File: src/rtl/inst_buffer.sv
// Instruction FIFO between the fetch and issue stages.
// Accepts up to two fetched instructions per cycle, presents the two oldest
// entries to issue, and retires 0/1/2 entries per cycle as issue reports.
// A branch flush empties the buffer and has priority over push and pop.
module inst_buffer #(
    parameter int DEPTH = 16,
    parameter int WIDTH = 131
) (
    input  logic             clk,
    input  logic             rst,
    input  logic             flush_i,
    input  logic [1:0]       fetch_valid_i,
    input  logic [WIDTH-1:0] fetch_inst1_bus_i,
    input  logic [WIDTH-1:0] fetch_inst2_bus_i,
    output logic             buffer_allowin_o,
    input  logic [1:0]       issue_mode_i,
    output logic [1:0]       instbuffer_count_o,
    output logic [WIDTH-1:0] inst1_bus_o,
    output logic [WIDTH-1:0] inst2_bus_o
);

    localparam int AW = $clog2(DEPTH);
    // Extra MSB on the pointers separates full from empty.
    localparam int PW = AW + 1;

    typedef enum logic [1:0] {
        NO_ISSUE     = 2'b00,
        SINGLE_ISSUE = 2'b01,
        DOUBLE_ISSUE = 2'b10
    } issue_mode_t;

    logic [WIDTH-1:0] mem [DEPTH];
    logic [PW-1:0]    head;
    logic [PW-1:0]    tail;
    logic [PW-1:0]    entries;
    logic [PW-1:0]    rd2_ptr;
    logic [PW-1:0]    wr2_ptr;
    logic [1:0]       push_cnt;
    logic [1:0]       pop_req;
    logic [1:0]       pop_cnt;

    // Occupancy, accept/retire counts and the read-side view of the two oldest entries.
    always_comb begin
        entries          = tail - head;
        rd2_ptr          = head + PW'(1);
        wr2_ptr          = tail + PW'(1);
        buffer_allowin_o = (entries <= PW'(DEPTH - 2));

        // 10 is an illegal fetch pattern and pushes nothing.
        push_cnt = 2'd0;
        if (buffer_allowin_o) begin
            case (fetch_valid_i)
                2'b01:   push_cnt = 2'd1;
                2'b11:   push_cnt = 2'd2;
                default: push_cnt = 2'd0;
            endcase
        end

        case (issue_mode_t'(issue_mode_i))
            SINGLE_ISSUE: pop_req = 2'd1;
            DOUBLE_ISSUE: pop_req = 2'd2;
            default:      pop_req = 2'd0;
        endcase

        // Saturate retirement to what is actually buffered; when the request
        // exceeds occupancy, occupancy is below two so its low bits suffice.
        if (PW'(pop_req) > entries) begin
            pop_cnt = entries[1:0];
        end else begin
            pop_cnt = pop_req;
        end

        inst1_bus_o        = '0;
        inst2_bus_o        = '0;
        instbuffer_count_o = 2'b00;
        if (entries != '0) begin
            inst1_bus_o        = mem[head[AW-1:0]];
            instbuffer_count_o = 2'b01;
        end
        if (entries > PW'(1)) begin
            inst2_bus_o        = mem[rd2_ptr[AW-1:0]];
            instbuffer_count_o = 2'b10;
        end
    end

    // Storage write: inst1 lands at tail, inst2 at the slot after it.
    always_ff @(posedge clk) begin
        if (!flush_i) begin
            if (push_cnt != 2'd0) begin
                mem[tail[AW-1:0]] <= fetch_inst1_bus_i;
            end
            if (push_cnt == 2'd2) begin
                mem[wr2_ptr[AW-1:0]] <= fetch_inst2_bus_i;
            end
        end
    end

    // Pointer update; flush discards any same-cycle push and pop.
    always_ff @(posedge clk or posedge rst) begin
        if (rst) begin
            head <= '0;
            tail <= '0;
        end else if (flush_i) begin
            head <= '0;
            tail <= '0;
        end else begin
            head <= head + PW'(pop_cnt);
            tail <= tail + PW'(push_cnt);
        end
    end

endmodule

File: config.mk
export PLATFORM = sky130hd
export DESIGN_NAME = inst_buffer
export DESIGN_NICKNAME = d
export VERILOG_FILES = /design/src/rtl/inst_buffer.sv
export SDC_FILE = /design/constraint.sdc
export NUM_CORES = 2
export LEC_CHECK = 0
export BUFFER_PORTS_ARGS = -buffer_cell sky130_fd_sc_hd__buf_2
export CORE_UTILIZATION = 57
export CTS_CLUSTER_DIAMETER = 150
export DETAILED_ROUTE_END_ITERATION = 16
export GPL_TIMING_DRIVEN = 0
export PLACE_DENSITY_LB_ADDON = 0.3
export SYNTH_ARGS = -nofsm -noshare
export SYNTH_HDL_FRONTEND = slang
export SYNTH_SLANG_ARGS = --single-unit
File: constraint.sdc
create_clock -name clk -period 15.5 [get_ports clk]
set_input_delay 1.55 -clock clk [delete_from_list [all_inputs] [get_ports clk]]
set_output_delay 1.55 -clock clk [all_outputs]
set_load 0.01 [all_outputs]
Word-level counts from Yosys, hierarchy flattened
Memories as Yosys holds them, arrays and structs flattened.
Cells that the tools add are included.
Operators by class
  add/subtract/negate cells: 5
  magnitude comparators: 3
  equality and inequality tests: 5
  muxes and demuxes: 16
  reductions and logical operators: 2
Operators by type and width (number)
  two-way mux 131 bit: 2
  adder 5 x 2 -> 5 bit: 2
  two-way mux 5 bit: 2
  adder 4 x 1 -> 4 bit, second input constant: 2
  one-hot mux 2 bit (2 select lines): 2
  two-way mux 1 bit: 7
  == test 2 bit, second input constant: 3
  two-way mux 2 bit: 3
  > comparator 2 x 5 -> 1 bit: 1
  > comparator 5 x 1 -> 1 bit, second input constant: 1
  less-or-equal comparator 5 x 4 -> 1 bit, second input constant: 1
  nonzero test 5 bit: 1
  subtractor 5 bit: 1
  == test 2 x 1 -> 1 bit, second input constant: 2
  nonzero test 2 bit: 1
Word-level totals
  flip-flop bits (word level): 10
  bits in writable memories: 2096
  bits of input ports: 269
  output and inout bits: 265
  logic and storage cells: 34
  memories: 1
Memory list
  mem: depth 16, width 131, read ports 2, clocked after Yosys merged registers in 0, wr ports 2, line 32  | logic [WIDTH-1:0] mem [DEPTH];

Longest topological paths before layout
  depth in word-level cells: 7
  gate-level depth with buffers: 17
  mapped depth without buffers: 13

Least setup slack after synthesis
OpenSTA, ideal clock, no wires.
  path kind: register -> register
  from: register head[1]
  to: memory mem[13][0], enable pin
  library setup time: 0.942 ns
  arrival: 15.519 ns
  required time: 14.558 ns
  slack: -0.961 ns
  cell stages (with the launch flop): 14
  buffers on the path: 6
  period minus slack after synthesis: 16.461 ns
  path through: dfrtp_1 > buf_2 > clkbuf_1 > clkbuf_1 > inv_1 > ha_1 > and3b_1 > or3_1 > and4_1 > buf_6 > or3_1 > clkbuf_1 > clkbuf_1 > nor4_1
RTL lines
  from (decl): line 33  | logic [PW-1:0] head;
  from (signal assigned): line 107  | head <= head + PW'(pop_cnt);
  to (decl): line 32

Final worst setup path
  from: register head[3]
  to: output inst2_bus_o[128]
Between the ends
  word-level cells in the longest chain between the ends: 3
  elaborated cells between the ends (all ways): 5
  classes of those cells: add/sub (2); order compare (1); mux (1); memory (1)
RTL lines
  adder 4 x 1 -> 4 bit or subtractor 5 bit (tied branches): line 45, 44
  memory read (16 x 131 bit) or > comparator 5 x 1 -> 1 bit (tied branches)
  two-way mux 131 bit *: line 80  | if (entries > PW'(1)) begin
  to (decl): line 19  | output logic [WIDTH-1:0] inst2_bus_o
Every way passes the cells marked *; elsewhere a longest branch is shown, timed or not.

==> flow_metrics.env <==
export IMPL_utilization_pct=65.2
export IMPL_fp_dieW_um=472
export IMPL_setup_worst_path_class="flop to output port"
export IMPL_synth_flop_cell="edfxtp_1"
export IMPL_layout_common_cells="edfxtp_1, mux2_2, mux4_2"
export IMPL_syn_area_mm2=0.126
export IMPL_portBuffers=533
export IMPL_syn_avg_cell_area_um2=17.9
export IMPL_clk_latency_ps=940
export IMPL_relSlewSlack_pct=-11.0
export IMPL_ctsHoldBuffers=0
export IMPL_crit_chain="inv_2 -> clkbuf_2 -> buf_1 -> ha_1 -> nor2_1 -> a21oi_1 -> xnor2_1 -> buf_2 -> buf_1 -> nor3_2 -> buf_6 -> clkbuf_2 -> clkbuf_1 -> a211oi_1 -> buf_2"
export IMPL_rsz0062_at_grt="false"
export IMPL_clock_skew_ps=31.9
export IMPL_yosysWarnings=0
export IMPL_critPathMaxStageDelay_ps=1430
export IMPL_tightest_slew_ps=1650
export IMPL_violations="max-capacitance violations, max-slew violations"
export IMPL_p_per_area_mw_per_mm2=166
export IMPL_wire_per_inst_um=40.9
export IMPL_overflow=0
export IMPL_grt_total_usage_pct=41.1
export IMPL_worst_ir_drop_vdd_mv=0.132
export IMPL_ioPinCount=534
export IMPL_power_mw=23.7
export IMPL_cts_max_level=4
export IMPL_critPathLaunchType="flop"
export IMPL_dp_hpwl_mm=321
export IMPL_clk_pin_slew_ps=60
export IMPL_clock_sinks=2106
export IMPL_fp_row_count=172
export IMPL_crit_path_end_kind="output port"
export IMPL_finalHoldViolCount=0
export IMPL_fmax_mhz=99.4
export IMPL_routed_via_count=84200
export IMPL_crit_required_ps=13950
export IMPL_first_pass_iters=9
export IMPL_ctsResizeCount=0
export IMPL_fin_cells=11300
export IMPL_synth_edff_count=2096
export IMPL_viasPerCell=7.44
export IMPL_grt_pass1_vias=83900
export IMPL_maxCapViolCount=4
export IMPL_root_buffer="clkbuf_16"
export IMPL_coreArea_mm2=0.220
export IMPL_antenna_found_initial=98
export IMPL_ys_ff_latch=2106
export IMPL_cts_tree="done"
export IMPL_die_height_um=472
export IMPL_finalSetupViolations=0
export IMPL_arrival_ps=8510
export IMPL_p_leak_nw=49.6
export IMPL_post_cts_buffers=0
export IMPL_synth_cells=7041
export IMPL_fin_nets=8458
export IMPL_drt_iter0_drc=13800
export IMPL_drive_gt1_share_pct=57.4
export IMPL_period_share_pct=64.9
export IMPL_start_util_pct=57.3
export IMPL_critical_path_top_delay_family="buffers and inverters"
export IMPL_drcViolationCount=0
export IMPL_grt_max_degree=22
export IMPL_gp_congestion=0.936
export IMPL_hold_path_class="flop to flop"
export IMPL_grt_pass1_wl_mm=636
export IMPL_fin_crit_ps=10060
export IMPL_path_buf_inv=9
export IMPL_async_flop_share_pct=0.475
export IMPL_wirelength_mm=462
export IMPL_syn_to_final_growth_pct=13.7
export IMPL_synth_yosys_seq_area_share_pct=50.2
export IMPL_clk_path_buf_depth=3
export IMPL_slew_viol_final=35
export IMPL_placedCellCount=10800
export IMPL_dieArea_mm2=0.223
export IMPL_ys_types=45
export IMPL_path_max_fanout=10
export IMPL_synthesis_nets=7324
export IMPL_status="complete, but fails checks"
export IMPL_slowest_stage="a211oi_1"
export IMPL_cts_inserted_buffers=226
export IMPL_ant_nets=0
export IMPL_mostFrequentLayoutCell="edfxtp_1"
## worst paths after layout
check	startpoint	end	slack, ps	depth (start not counted)
worst max-delay path	head[3]	inst2_bus_o[128]	5440	15
worst min-delay path	head[4]	head[4]	570	2
worst max register to register	head[1]	mem[13][105]	7990	19
worst min register to register	head[4]	head[4]	570	2
max in group asynchronous	rst	head[3]	14500	2
min in group asynchronous	rst	head[4]	710	2
## power by group
part | switching [mW] | total, mW | internal [mW] | leakage, nW
sequential | 0.104 | 6.64 | 6.53 | 19.0
combinational | 7.07 | 11.8 | 4.72 | 27.1
clock | 2.37 | 5.30 | 2.93 | 3.45
total | 9.54 | 23.7 | 14.2 | 49.6
## cell type report
class | instances | area [um^2]
Multi-Input combinational cell | 4060 | 58500
Clock inverter | 122 | 943
Inverter | 10 | 37.5
Clock buffer | 294 | 6050
Fill cell | 15100 | 76400
Timing Repair Buffer | 906 | 6330
Sequential cell | 2106 | 63200
Tap cell | 2871 | 3590
Buffer | 865 | 4220
Antenna cell | 78 | 195
## flip-flops by register name, summed over array words and instances (netlist names)
register	count
head	5
tail	5
mem	2096
## kinds of logic (layout without fill, tap and decap cells)
group / count (synthesis) / in the layout / share of synthesized area, %
mux: 3408 / 3408 / 42.8
flops: 2106 / 2106 / 50.2
buf+inv: 875 / 2197 / 3.36
simple gates: 354 / 354 / 1.76
compound gates: 274 / 274 / 1.62
fa+ha+maj: 14 / 14 / 0.157
xor+xnor: 10 / 10 / 0.0696
other cells: 0 / 78 / 0
## routing by layer
metal | vias to the layer above | part of all wire [%] | wire length, um | track usage (%)
li1 | 31700 | - | - | -
met1 | 42800 | 32 | 150000 | 50.7
met2 | 7909 | 44 | 205000 | 60.9
met3 | 1750 | 16 | 72500 | 15.7
met4 | 58 | 7.4 | 34400 | 26.4
met5 | - | 0.12 | 549 | 0.368
## through the flow
step / hold WS [ps] / cell area (um^2) / setup TNS (ps) / setup WS [ps]
3_3_place_gp: 547 / 132000 / - / -22640
5_1_grt: 584 / 143000 / 0 / 5570
6_report: 566 / 143000 / 0 / 5440
3_5_place_dp: 550 / 136000 / 0 / 6930
2_1_floorplan: 524 / 126000 / -892010 / -961
4_1_cts: 566 / 143000 / 0 / 5970
## worst register-to-register path: stages (launching register included)
cell and delay (ps):
dfrtp_1 480, buf_2 480, clkbuf_2 780, clkbuf_1 920, inv_1 110, ha_1 330, and3b_1 170, or3_1 360
and4_1 200, buf_6 130, or3_1 370, clkbuf_1 230, clkbuf_1 390, nor4_2 950, buf_4 340, buf_6 180
buf_4 210, buf_4 190, buf_4 210, buf_4 190
## synthesized netlist by cell type (2+ instances only)
library cell	count	area, um^2
nor2b_1	269	1680
mux2_2	1467	16500
nor3_1	7	35.0
nand3_1	6	30.0
buf_2	112	561
edfxtp_1	2096	62900
a21o_1	2	15.0
or3_1	3	18.8
nor4_1	9	56.3
and3_1	3	18.8
o32a_1	2	20.0
nor3_2	6	60.1
nor2_1	19	71.3
ha_1	11	138
buf_6	71	800
nand2b_1	5	31.3
a211oi_1	262	1970
nand2_1	9	33.8
dfrtp_1	10	250
a21oi_1	4	20.0
clkbuf_1	499	1870
mux2i_1	132	1320
mux4_2	1179	26600
xnor2_1	6	52.6
xor2_1	4	35.0
buf_1	111	417
or2_2	2	12.5
buf_4	72	541
inv_1	8	30.0
o21ai_0	3	15.0
or4_1	7	52.6
fa_1	3	60.1
mux2_4	630	9460
(Power assumes the default switching activity.)
